$ cat config.mk
export PLATFORM = sky130hd
export DESIGN_NAME = cga_alu_muldiv_seq
export DESIGN_NICKNAME = d
export VERILOG_FILES = /design/src/rtl/cga_alu_muldiv_pkg.sv /design/src/rtl/cga_alu_muldiv_step.sv /design/src/rtl/cga_alu_muldiv_seq.sv
export SDC_FILE = /design/constraint.sdc
export NUM_CORES = 1
export LEC_CHECK = 0
export CAP_MARGIN = 30
export CORE_ASPECT_RATIO = 1.5
export CORE_MARGIN = 10
export CORE_UTILIZATION = 41
export CTS_BUF_LIST = sky130_fd_sc_hd__clkbuf_8
export CTS_CLUSTER_SIZE = 8
export DETAILED_ROUTE_END_ITERATION = 8
export GPL_ROUTABILITY_DRIVEN = 0
export PLACE_DENSITY = 0.78
export SETUP_SLACK_MARGIN = 0.15
export SYNTH_ARGS = -nofsm -noshare
export SYNTH_HDL_FRONTEND = slang
export SYNTH_SLANG_ARGS = --single-unit
$ cat constraint.sdc
create_clock -name sysclk -period 1.74 [get_ports sysclk]
set_clock_uncertainty 0.1 [all_clocks]
set_input_delay 0.174 -clock sysclk [delete_from_list [all_inputs] [get_ports sysclk]]
set_output_delay 0.174 -clock sysclk [all_outputs]
set_load 0.03 [all_outputs]
$ cat src/rtl/cga_alu_muldiv_pkg.sv
// Shared types and constants for the RALU multiply/divide sequencer.
// Latency: n/a (declarations only).
// Backpressure: n/a.
package cga_alu_muldiv_pkg;

   localparam int MD_WIDTH = 16;
   localparam int MD_CNT_W = 5;

   typedef enum logic [1:0] {
      S_IDLE  = 2'd0,
      S_CHECK = 2'd1,
      S_RUN   = 2'd2,
      S_DONE  = 2'd3
   } state_t;

   localparam logic OP_MUL = 1'b0;
   localparam logic OP_DIV = 1'b1;

   // RALU control vector, msb first: RSN, ALUI4, CI, LOG, FSEL
   typedef struct packed {
      logic rsn;
      logic alui4;
      logic ci;
      logic lgc;
      logic fsel;
   } ralu_ctl_t;

   // R+S
   localparam ralu_ctl_t RALU_ADD = ralu_ctl_t'(5'b00000);
   // S-R (S + ~R + 1); carry out high means no borrow
   localparam ralu_ctl_t RALU_SUB = ralu_ctl_t'(5'b10100);

endpackage

$ cat src/rtl/cga_alu_muldiv_step.sv
// One multiply or divide iteration: RALU operand select and next A/Q.
// Latency: combinational.
// Backpressure: none; evaluated every cycle, the top decides when to commit.
module cga_alu_muldiv_step
   import cga_alu_muldiv_pkg::*;
#(
   parameter int WIDTH = MD_WIDTH
) (
   input  logic             op,
   input  logic [WIDTH-1:0] a,
   input  logic [WIDTH-1:0] q,
   input  logic [WIDTH-1:0] m,
   input  logic [WIDTH-1:0] f,
   input  logic             cry,
   output logic [WIDTH-1:0] r,
   output logic [WIDTH-1:0] s,
   output logic [WIDTH-1:0] a_nxt,
   output logic [WIDTH-1:0] q_nxt
);

   logic [WIDTH-1:0] ash;

   // Shift-add multiply or restoring divide; a[msb] and cry extend each pass to 17 bits
   always_comb begin
      ash   = {a[WIDTH-2:0], q[WIDTH-1]};
      r     = '0;
      s     = a;
      a_nxt = a;
      q_nxt = q;
      if (op == OP_MUL) begin
         r     = q[0] ? m : '0;
         s     = a;
         a_nxt = {cry, f[WIDTH-1:1]};
         q_nxt = {f[0], q[WIDTH-1:1]};
      end else begin
         r = m;
         s = ash;
         if (a[WIDTH-1] | cry) begin
            a_nxt = f;
            q_nxt = {q[WIDTH-2:0], 1'b1};
         end else begin
            a_nxt = ash;
            q_nxt = {q[WIDTH-2:0], 1'b0};
         end
      end
   end

endmodule

$ cat src/rtl/cga_alu_muldiv_seq.sv
// Sequencer for unsigned 16x16 multiply and 32/16 divide, one RALU pass per clock.
// Latency: MUL 17, DIV 18, DIV error 2 cycles from the START edge to DONE.
// Backpressure: START honoured only in IDLE; ignored while BUSY and in the DONE cycle.
module cga_alu_muldiv_seq
   import cga_alu_muldiv_pkg::*;
#(
   parameter int WIDTH = MD_WIDTH,
   parameter int CNT_W = MD_CNT_W
) (
   input  logic             sysclk,
   input  logic             sys_rst_n,
   input  logic             START,
   input  logic             OP,
   input  logic [WIDTH-1:0] OPH_15_0,
   input  logic [WIDTH-1:0] OPL_15_0,
   input  logic [WIDTH-1:0] OPM_15_0,
   output logic             BUSY,
   output logic             DONE,
   output logic             ERR,
   output logic [WIDTH-1:0] RES_HI_15_0,
   output logic [WIDTH-1:0] RES_LO_15_0,
   output logic [WIDTH-1:0] RALU_RN_15_0,
   output logic [WIDTH-1:0] RALU_S_15_0,
   output logic             RALU_RSN,
   output logic             RALU_ALUI4,
   output logic             RALU_CI,
   output logic             RALU_LOG,
   output logic             RALU_FSEL,
   input  logic [WIDTH-1:0] RALU_F_15_0,
   input  logic             RALU_CRY
);

   state_t           state;
   logic [WIDTH-1:0] a_reg, q_reg, m_reg;
   logic [CNT_W-1:0] cnt;
   logic             op_reg, busy_reg, done_reg, err_reg;

   logic [WIDTH-1:0] step_r, step_s, a_nxt, q_nxt;
   ralu_ctl_t        ctl;

   cga_alu_muldiv_step #(.WIDTH(WIDTH)) u_step (
      .op    (op_reg),
      .a     (a_reg),
      .q     (q_reg),
      .m     (m_reg),
      .f     (RALU_F_15_0),
      .cry   (RALU_CRY),
      .r     (step_r),
      .s     (step_s),
      .a_nxt (a_nxt),
      .q_nxt (q_nxt)
   );

   // RALU drive from state; outside CHECK/RUN the RALU idles as A + 0
   always_comb begin
      ctl          = RALU_ADD;
      RALU_RN_15_0 = '1;
      RALU_S_15_0  = a_reg;
      case (state)
         S_CHECK: begin
            ctl          = RALU_SUB;
            RALU_RN_15_0 = ~m_reg;
            RALU_S_15_0  = a_reg;
         end
         S_RUN: begin
            ctl          = (op_reg == OP_DIV) ? RALU_SUB : RALU_ADD;
            RALU_RN_15_0 = ~step_r;
            RALU_S_15_0  = step_s;
         end
         default: ;
      endcase
   end

   assign RALU_RSN    = ctl.rsn;
   assign RALU_ALUI4  = ctl.alui4;
   assign RALU_CI     = ctl.ci;
   assign RALU_LOG    = ctl.lgc;
   assign RALU_FSEL   = ctl.fsel;
   assign BUSY        = busy_reg;
   assign DONE        = done_reg;
   assign ERR         = err_reg;
   assign RES_HI_15_0 = a_reg;
   assign RES_LO_15_0 = q_reg;

   // Control FSM and partial-result registers with registered BUSY/DONE/ERR
   always_ff @(posedge sysclk or negedge sys_rst_n) begin
      if (!sys_rst_n) begin
         state    <= S_IDLE;
         a_reg    <= '0;
         q_reg    <= '0;
         m_reg    <= '0;
         cnt      <= '0;
         op_reg   <= OP_MUL;
         busy_reg <= 1'b0;
         done_reg <= 1'b0;
         err_reg  <= 1'b0;
      end else begin
         case (state)
            S_IDLE: begin
               if (START) begin
                  m_reg    <= OPM_15_0;
                  q_reg    <= OPL_15_0;
                  a_reg    <= (OP == OP_DIV) ? OPH_15_0 : '0;
                  cnt      <= '0;
                  op_reg   <= OP;
                  err_reg  <= 1'b0;
                  busy_reg <= 1'b1;
                  state    <= (OP == OP_DIV) ? S_CHECK : S_RUN;
               end
            end
            S_CHECK: begin
               // High word >= divisor (includes divisor 0): quotient cannot fit
               if (RALU_CRY) begin
                  err_reg  <= 1'b1;
                  busy_reg <= 1'b0;
                  done_reg <= 1'b1;
                  state    <= S_DONE;
               end else begin
                  state <= S_RUN;
               end
            end
            S_RUN: begin
               a_reg <= a_nxt;
               q_reg <= q_nxt;
               cnt   <= cnt + CNT_W'(1);
               if (cnt == CNT_W'(WIDTH - 1)) begin
                  busy_reg <= 1'b0;
                  done_reg <= 1'b1;
                  state    <= S_DONE;
               end
            end
            S_DONE: begin
               done_reg <= 1'b0;
               state    <= S_IDLE;
            end
            default: state <= S_IDLE;
         endcase
      end
   end

endmodule

==> run metrics <==
worst skew pair latency 0.35 ns; Netlist cell types 36; Final Util 0.8131; Total Nets Final around 690; Post-synth EDFFs 0; family with the most delay on the worst path buffers and inverters; Post-Route WL around 17000 um; htree depth 3; Slew headroom 0.6033; crit path buf inv count 6; Final Max Slew Viols 0; top-count cell post-synth dfrtp_1; core area slightly below 9000 um2; I/O pin count between 100 and 150; area of the die ~13000 um2; status finished, violations left; Reg area about 1500 um2; crit-path max FO 7; Yosys top cell area share 0.3997; syn avg cell area between 9 and 10 um2; FF+latch count, synth between 50 and 60; chip height about 140 um; Commonest cells post-synth 59 x dfrtp_1, 52 x nor2_1, 39 x nand2_1; failing checks setup timing; Setup CP Type reg -> out; CP Cell Sequence inv_2 > ha_4 > inv_2 > o31a_1 > buf_4 > buf_12 > buf_12 > o21ai_4 > buf_6; Main synth FF type dfrtp_1; initial antenna violation count 0; Power Dens Cells roughly 2400 nW/um2; WP data required around 1.5 ns; CTS sink cnt between 50 and 60; input/output buffers about 140; Area growth syn-to-layout 94.34%; crit path DAT ~2.0 ns; vias approximately 4300; drt pass-1 iters 5; first-pass GRT wire length roughly 24000 um; setup TNS -18.58 ns; Worst-path clk slew roughly 0.070 ns; Setup violations, final 83; multi-input logic area around 2800 um2; critical path's largest stage delay 0.40 ns; Critical Path Slowest Stage Cell dfrtp_1; Startpoint Class flop; Ant. Diodes 0; Hold Violations, Final 0; Worst Tran Pin Value 0.5950 ns; largest net degree at the start of global routing 60; final antenna-violating net count 0; mapped cell area roughly 3700 um2; yosys warns 0; Setup WS post-layout -0.4795 ns; Initial Utilization 0.4184; critical path endpoint category output pin; cell taking the most area after synthesis dfrtp_1; share of synthesized registers carrying an async set or reset 1.000; P_leak between 3 and 4 nW; Initial DRC Count slightly above 300; total gr overflow 0; number of fill cells around 480; TritonCTS buffer count 9; clock root buffer clkbuf_8; share of cells above drive strength 1 0.4553; Worst Hold Class in -> async; ranking of synthesized cells by area dfrtp_1 40%, mux2_2 9.8%, nor2_1 5.3%; vias in the first global route 4463; post-DP HPWL 9307 um; Max Root-Sink Buffers 2; GRT Overall Usage 0.2190; number of max-cap violations 0; vias per cell roughly 6.0; Final min period roughly 2.2 ns; DRC violations left 0; Worst IR Drop VDD around 2.5 mV; fmax approximately 450 MHz; row count between 40 and 50; CTS tree yes; Post-Synthesis Cells ~400; Die W 97.50 um; crit share post-route 1.276; DR WL/cell between 20 and 25 um; RSZ-0062 raised after global routing true; Seq/Total Area, Yosys 0.3997
[where the power goes]
| group | switching, mW | internal [mW] | leakage, nW | total [mW] |
|---|---|---|---|---|
| Clock | 0.591 | 0.877 | 0.117 | 1.47 |
| Sequential | 0.846 | 2.01 | 0.696 | 2.86 |
| Combinational | 6.70 | 6.45 | 2.33 | 13.2 |
[final timing paths]
check                                  from               to  slack (ns)  cells after the start
worst max-delay path               state[0]  RALU_RN_15_0[0]       -0.48                      9
worst min-delay path              sys_rst_n   RES_HI_15_0[0]        0.25                      3
worst max register to register     state[0]   RES_HI_15_0[4]       -0.17                      9
worst min register to register    m_reg[11]        m_reg[11]        0.44                      1
max in group asynchronous         sys_rst_n           op_reg        0.97                      3
min in group sysclk             OPM_15_0[1]         m_reg[1]        0.34                      2
[stage by stage]
stage	instance area, um2	cells	hold slack [ns]	power, mW	setup slack, ns
floorplan	4154	399	-0.2216	9.214	-0.03935
global placement	5697	649	0.1094	12.31	-0.3570
detailed placement	5697	649	0.1069	12.54	-0.4155
CTS	6718	710	0.2818	16.08	-0.4323
global route	7178	725	0.2862	18.22	-0.5354
finish	7178	725	0.2523	17.48	-0.4795
[layout make-up]
| class | count | share of cell area |
|---|---|---|
| timing repair buffer | 234 | 0.3516 |
| clock inverter | 5 | 0.01063 |
| multi-input combinational | 301 | 0.3887 |
| sequential | 59 | 0.2062 |
| inverter | 5 | 0.002615 |
| clock buffer | 11 | 0.02109 |
| tap | 110 | 0.01917 |
[cell families after synthesis]
| logic type | count (synthesis) | synth area share |
|---|---|---|
| buf+inv | 42 | 0.06877 |
| mux | 48 | 0.1409 |
| flops | 59 | 0.3997 |
| other cells | 1 | 0.001015 |
| simple gates | 119 | 0.1413 |
| compound gates | 120 | 0.2212 |
| fa+ha+maj | 8 | 0.02710 |
[per-layer routing]
| layer | vias up | part of all wire | track usage |
|---|---|---|---|
| met1 | 2135 | 0.36 | 0.2340 |
| met2 | 252 | 0.52 | 0.3949 |
| met5 | - | 0 | 0 |
| li1 | 1878 | - | - |
| met4 | 0 | 0.038 | 0.09887 |
| met3 | 54 | 0.085 | 0.05691 |
[worst register-to-register path, delay by kind of cell, from the launching register on]
family,cells,cell delay [ns]
compound gates,2,0.43
buf+inv,4,0.46
flops,1,0.37
fa+ha+maj,1,0.16
simple gates,2,0.28
[cell usage in the layout (no fill, tap or decap), drive strengths merged, types with 21 or more instances in the layout]
cell | synthesis | final
buf | 33 | 129
clkdlybuf4s50 | 0 | 67
dfrtp | 59 | 59
nor2 | 54 | 56
nand2 | 39 | 39
mux2 | 32 | 32
dlygate4sd2 | 0 | 31
a21oi | 22 | 22
o21ai | 21 | 21
[timing repair]
action / 4_1_cts / 5_1_grt
buffers inserted: 36 / 13
resized for setup: 335 / 61
hold buffers: 1 / 0
endpoints found under the hold margin: 59 / 0
pin swaps: 14 / 21
gates cloned: 8 / 2
endpoints found under the setup margin: 127 / 94
No activity file was read; power rests on OpenSTA's default activity.
